### config.mk
export PLATFORM = sky130hd
export DESIGN_NAME = pipe_stage_reg
export DESIGN_NICKNAME = d
export VERILOG_FILES = /design/src/rtl/pipe_pkg.sv /design/src/rtl/pipe_slot.sv /design/src/rtl/pipe_stage_reg.sv
export SDC_FILE = /design/constraint.sdc
export NUM_CORES = 1
export LEC_CHECK = 0
export ABC_AREA = 1
export BUFFER_PORTS_ARGS = -buffer_cell sky130_fd_sc_hd__buf_2
export CAP_MARGIN = 25
export CORE_MARGIN = 3
export CORE_UTILIZATION = 45
export DETAILED_ROUTE_END_ITERATION = 8
export PLACE_DENSITY = 0.73
export SLEW_MARGIN = 20
export SYNTH_ARGS = -nofsm -noshare
export SYNTH_HDL_FRONTEND = slang
export SYNTH_HIERARCHICAL = 1
export SYNTH_SLANG_ARGS = --single-unit
### constraint.sdc
create_clock -name clk -period 8.3 [get_ports clk]
set_input_delay 0.415 -clock clk [delete_from_list [all_inputs] [get_ports clk]]
set_output_delay 0.415 -clock clk [all_outputs]
set_load 0.01 [all_outputs]
### src/rtl/pipe_pkg.sv
// Shared types and constants for the RV32I pipeline-boundary registers.
package pipe_pkg;

  typedef struct packed {
    logic [1:0] wb_sel;
    logic       reg_wen;
    logic       pc_sel;
  } ctrl_t;

  localparam int CTRL_BITS = $bits(ctrl_t);

  // Safe control word: no register write-back, no PC redirect.
  localparam ctrl_t CTRL_NOP = '{wb_sel: 2'b00, reg_wen: 1'b0, pc_sel: 1'b0};

  typedef struct packed {
    logic [31:0] pc_plus4;
    logic [31:0] alu_result;
    logic [31:0] load_data;
    logic [31:0] instr;
  } mem_wb_data_t;

  localparam int MEM_WB_DATA_BITS = $bits(mem_wb_data_t);

endpackage

### src/rtl/pipe_slot.sv
// One pipeline entry: a valid bit plus payload register with load and clear.
// Clearing drops the valid bit only; the payload keeps its last value.
module pipe_slot
  import pipe_pkg::*;
#(
  parameter int W = 8
) (
  input  logic         clk,
  input  logic         rst,
  input  logic         load_i,
  input  logic         clear_i,
  input  logic [W-1:0] d_i,
  output logic         valid_o,
  output logic [W-1:0] q_o
);

  logic         valid_q, valid_d;
  logic [W-1:0] data_q, data_d;

  always_comb begin
    valid_d = valid_q;
    data_d  = data_q;
    if (clear_i) begin
      valid_d = 1'b0;
    end else if (load_i) begin
      valid_d = 1'b1;
      data_d  = d_i;
    end else begin
      valid_d = valid_q;
    end
  end

  always_ff @(posedge clk or posedge rst) begin
    if (rst) begin
      valid_q <= 1'b0;
      data_q  <= '0;
    end else begin
      valid_q <= valid_d;
      data_q  <= data_d;
    end
  end

  assign valid_o = valid_q;
  assign q_o     = data_q;

endmodule

### src/rtl/pipe_stage_reg.sv
// Pipeline-boundary register with valid/ready handshake, optional skid entry,
// synchronous flush and a saturating bubble counter.
module pipe_stage_reg
  import pipe_pkg::*;
#(
  parameter int                DATA_W   = MEM_WB_DATA_BITS,
  parameter int                CTRL_W   = CTRL_BITS,
  parameter logic [CTRL_W-1:0] CTRL_RST = CTRL_W'(CTRL_NOP),
  parameter int                SKID     = 1,
  parameter int                CNT_W    = 16
) (
  input  logic              clk,
  input  logic              rst,
  input  logic              flush,
  input  logic              in_valid,
  output logic              in_ready,
  input  logic [DATA_W-1:0] in_data,
  input  logic [CTRL_W-1:0] in_ctrl,
  output logic              out_valid,
  input  logic              out_ready,
  output logic [DATA_W-1:0] out_data,
  output logic [CTRL_W-1:0] out_ctrl,
  output logic [CNT_W-1:0]  bubble_cnt
);

  localparam int               PW      = DATA_W + CTRL_W;
  localparam logic [CNT_W-1:0] CNT_MAX = '1;

  logic [PW-1:0]    in_pl_s, main_din_s, main_pl_s;
  logic             main_v_s, main_load_s, main_clear_s, accept_s;
  logic [CNT_W-1:0] bubble_q, bubble_d;

  assign in_pl_s  = {in_ctrl, in_data};
  assign accept_s = in_valid && in_ready;

  pipe_slot #(.W(PW)) u_main (
    .clk     (clk),
    .rst     (rst),
    .load_i  (main_load_s),
    .clear_i (main_clear_s),
    .d_i     (main_din_s),
    .valid_o (main_v_s),
    .q_o     (main_pl_s)
  );

  generate
    if (SKID != 0) begin : g_skid
      logic          skid_v_s, skid_load_s, skid_clear_s;
      logic [PW-1:0] skid_pl_s;

      assign in_ready = !skid_v_s;

      // Main refills from the skid entry before any new entry, keeping FIFO order.
      always_comb begin
        main_load_s  = 1'b0;
        main_clear_s = 1'b0;
        main_din_s   = in_pl_s;
        skid_load_s  = 1'b0;
        skid_clear_s = 1'b0;
        if (flush) begin
          main_clear_s = 1'b1;
          skid_clear_s = 1'b1;
        end else if (!main_v_s || out_ready) begin
          if (skid_v_s) begin
            main_load_s  = 1'b1;
            main_din_s   = skid_pl_s;
            skid_clear_s = 1'b1;
          end else if (accept_s) begin
            main_load_s  = 1'b1;
          end else begin
            main_clear_s = 1'b1;
          end
        end else if (accept_s) begin
          skid_load_s = 1'b1;
        end else begin
          skid_load_s = 1'b0;
        end
      end

      pipe_slot #(.W(PW)) u_skid (
        .clk     (clk),
        .rst     (rst),
        .load_i  (skid_load_s),
        .clear_i (skid_clear_s),
        .d_i     (in_pl_s),
        .valid_o (skid_v_s),
        .q_o     (skid_pl_s)
      );
    end else begin : g_single
      assign in_ready = !main_v_s || out_ready;

      always_comb begin
        main_load_s  = 1'b0;
        main_clear_s = 1'b0;
        main_din_s   = in_pl_s;
        if (flush) begin
          main_clear_s = 1'b1;
        end else if (accept_s) begin
          main_load_s  = 1'b1;
        end else if (main_v_s && out_ready) begin
          main_clear_s = 1'b1;
        end else begin
          main_clear_s = 1'b0;
        end
      end
    end
  endgenerate

  // An empty stage must never present live control to the next stage.
  always_comb begin
    out_valid = main_v_s;
    out_data  = main_pl_s[DATA_W-1:0];
    if (main_v_s) begin
      out_ctrl = main_pl_s[PW-1:DATA_W];
    end else begin
      out_ctrl = CTRL_RST;
    end
  end

  always_comb begin
    bubble_d = bubble_q;
    if (out_ready && !main_v_s && (bubble_q != CNT_MAX)) begin
      bubble_d = bubble_q + CNT_W'(1);
    end else begin
      bubble_d = bubble_q;
    end
  end

  always_ff @(posedge clk or posedge rst) begin
    if (rst) begin
      bubble_q <= '0;
    end else begin
      bubble_q <= bubble_d;
    end
  end

  assign bubble_cnt = bubble_q;

endmodule

==> run metrics <==
status=finished, final reports clean; pin count of the biggest net entering global routing=113; # fillers=approximately 2800; initial core utilization=roughly 47%; Netlist Area Pre-Place=roughly 14000 um^2; Critical Path Source Type=flop; Fin Setup TNS=0 ns; vias in the first global route=~11000; area of the multi-input gates=5130 um^2; power density over the cells=around 240 nW/um^2; worst skew pair latency=0.54 ns; crit path kind=reg2reg; data required time of the worst path=roughly 8.7 ns; Seq/Total Area, Yosys=between 50 and 60%; worst hold stages=3; DRT Pass-1 Iters=7; worst vdd ir=0.149 mV; worst reg2reg path endpoint=g_skid.u_skid/q_o[66]; setup bufs post-CTS=0; synth warn=6; die footprint=~32000 um^2; initial DRC count=1037; # IOs=~290; Fin. Hold Viols=0; WP buf/inv=4; Finished Layout Cells=about 2400; hold buffer count at cts=1; RSZ-0062 raised after global routing=false; type of the tightest min-delay check=in2reg; PortBufs=about 290; Remaining Overflow, GRT=0; first-pass GRT wire length=between 50 and 60 mm; LEAKAGE=8.98 nW; Worst Hold Launch=in_data[62]; dpl cells=2320; Die X=180 um; cells after synthesis=1754; Vias=around 12000; CTS sink cnt=282; Slew Viols, Final=0; number of core rows=slightly above 60; crit path cell chain=inv_2, nor2_4, inv_2, nor4_2, buf_4, nand2_4, buf_4, nand2_1, nand2_1; final core occ=54.7%; Fin Clk Skew=between 0.01 and 0.015 ns; vias per cell=around 5; syn avg cell area=7.73 um^2; GRT Resource Usage Total=a little over a fifth; Worst Hold End=g_skid.u_skid/q_o[62]; Worst-path clk slew=roughly 0.06 ns; leading cell types in the layout, fill and taps excluded=nand2_1, buf_2, dfrtp_1, nand3_1, inv_1; max cap viols=0; die height=between 150 and 200 um; antenna violations before repair=15; DR WL/cell=roughly 15 um; flop-to-flop setup slack=a little over 5 ns; Synth Register Bits=between 200 and 300; Max Clk Rate=roughly 0.3 GHz; DRC=0; CP max-delay cell=buf_4; post-CTS resize count=0; Layout area overhead=17.6%; floorplan core area=roughly 29000 um^2; crit-path max cell delay=~0.75 ns; CP Max Fanout=86; CTS max path bufs=3; Slew headroom=34.8%; Root Driver=clkbuf_16; routability congestion estimate from global placement=0.802; critical path endpoint category=flop; Worst EP arrival=approximately 3.7 ns; FF-to-FF path depth=9; Num CTS Buffers=30; WL final=~35 mm; Mapped Nets=1892; Distinct cells, synth=25; share of layout cells above drive strength 1=18.4%; Setup Viol. Count Final=0; CTS tree=built; Worst Tran Pin Value=0.978 ns; family with the most delay on the worst path=buffers and inverters; FF/Latch Area=a little over 7000 um^2; Detail Route Antenna Nets=0; DPL Wire Length=~23 mm; final critical-path required period=between 3 and 4 ns; commonest non-fill, non-tap cell in the layout=nand2_1; Critical R2R Launch=u_main/valid_o; hold slack=roughly 0.11 ns; # H-tree levels=1; Tcrit/Tclk final=roughly two fifths; layout net count=~2100
==> metal layers <==
metal / track usage (%) / vias to the layer above / share of wire, %
li1: - / 5924 / -
met1: 28.7 / 5658 / 44
met2: 33.8 / 382 / 46
met3: 5.13 / 80 / 6.8
met4: 7.67 / 14 / 3.3
met5: 0 / - / 0.23
==> cells in the mapped netlist <==
library cell / instances / area share (%)
buf_1: 8 / 0.22
buf_2: 30 / 1.1
buf_4: 53 / 2.9
buf_6: 15 / 1.2
clkbuf_1: 10 / 0.28
dfrtp_1: 282 / 52
ha_1: 1 / 0.092
inv_1: 159 / 4.4
inv_2: 4 / 0.11
nand2_1: 742 / 21
nand2_2: 1 / 0.046
nand2_4: 3 / 0.25
nand3_1: 276 / 10
nand3_2: 1 / 0.074
nand4_1: 3 / 0.14
nand4_2: 1 / 0.092
nor2_1: 20 / 0.55
nor2_2: 1 / 0.046
nor2_4: 3 / 0.25
nor4_1: 1 / 0.046
o21ai_0: 45 / 1.7
o21ai_1: 89 / 3.3
o21ai_4: 1 / 0.12
xnor2_1: 2 / 0.13
xor2_1: 3 / 0.19
==> per-stage QoR <==
step	setup WS [ns]	total power [mW]	area [um^2]
after floorplan	4.33	2.14	13600
after global placement	5.12	2.41	14800
after detailed placement	5.02	2.44	14800
after CTS	5.01	3.89	15900
after global routing	4.77	4.05	16000
final	5.06	3.84	16000
==> cell families after synthesis <==
family | after synthesis | synth area share (%)
AO/OA/AOI/OAI | 135 | 5.06
XOR/XNOR | 5 | 0.323
adder cells (fa/ha/maj) | 1 | 0.0922
buffers and inverters | 279 | 10.3
flip-flops | 282 | 52.0
AND/OR/NAND/NOR | 1052 | 32.2
==> where the power goes <==
group	switching, mW	leakage [nW]	internal (mW)	total, mW
clock network	0.540	0.530	0.895	1.44
logic	0.404	4.77	0.252	0.656
registers	0.143	3.68	1.61	1.75
==> worst max-delay path by stage <==
stage | startpoint | endpoint | slack (ns) | cells after the start
after floorplan | rst | g_skid.u_skid/q_o[0] | 4.33 | 1
after global placement | u_main/valid_o | g_skid.u_skid/q_o[74] | 5.12 | 9
after detailed placement | u_main/valid_o | g_skid.u_skid/q_o[84] | 5.02 | 9
after CTS | u_main/valid_o | g_skid.u_skid/q_o[0] | 5.01 | 9
after global routing | u_main/valid_o | g_skid.u_skid/q_o[89] | 4.77 | 9
final | u_main/valid_o | g_skid.u_skid/q_o[66] | 5.06 | 9
==> registers in the layout, indices dropped and copies added (netlist names) <==
name / flops
g_skid.u_skid/valid_o: 1
u_main/q_o: 132
g_skid.u_skid/q_o: 132
bubble_cnt: 16
u_main/valid_o: 1
==> cell type report <==
cell class,instances,share of cell area [%]
well taps,384,3.01
diodes,8,0.126
clock inverters,10,1.10
inverters,163,3.93
clock buffers,44,5.61
flip-flops and latches,282,44.2
multi-input cells,1193,32.2
repair buffers,300,9.80
==> worst min-delay path: stages <==
cell and delay (ns):
buf_2 0.09, nand3_1 0.06, nand2_1 0.06
Note: power is estimated with default switching activity, not from simulation.
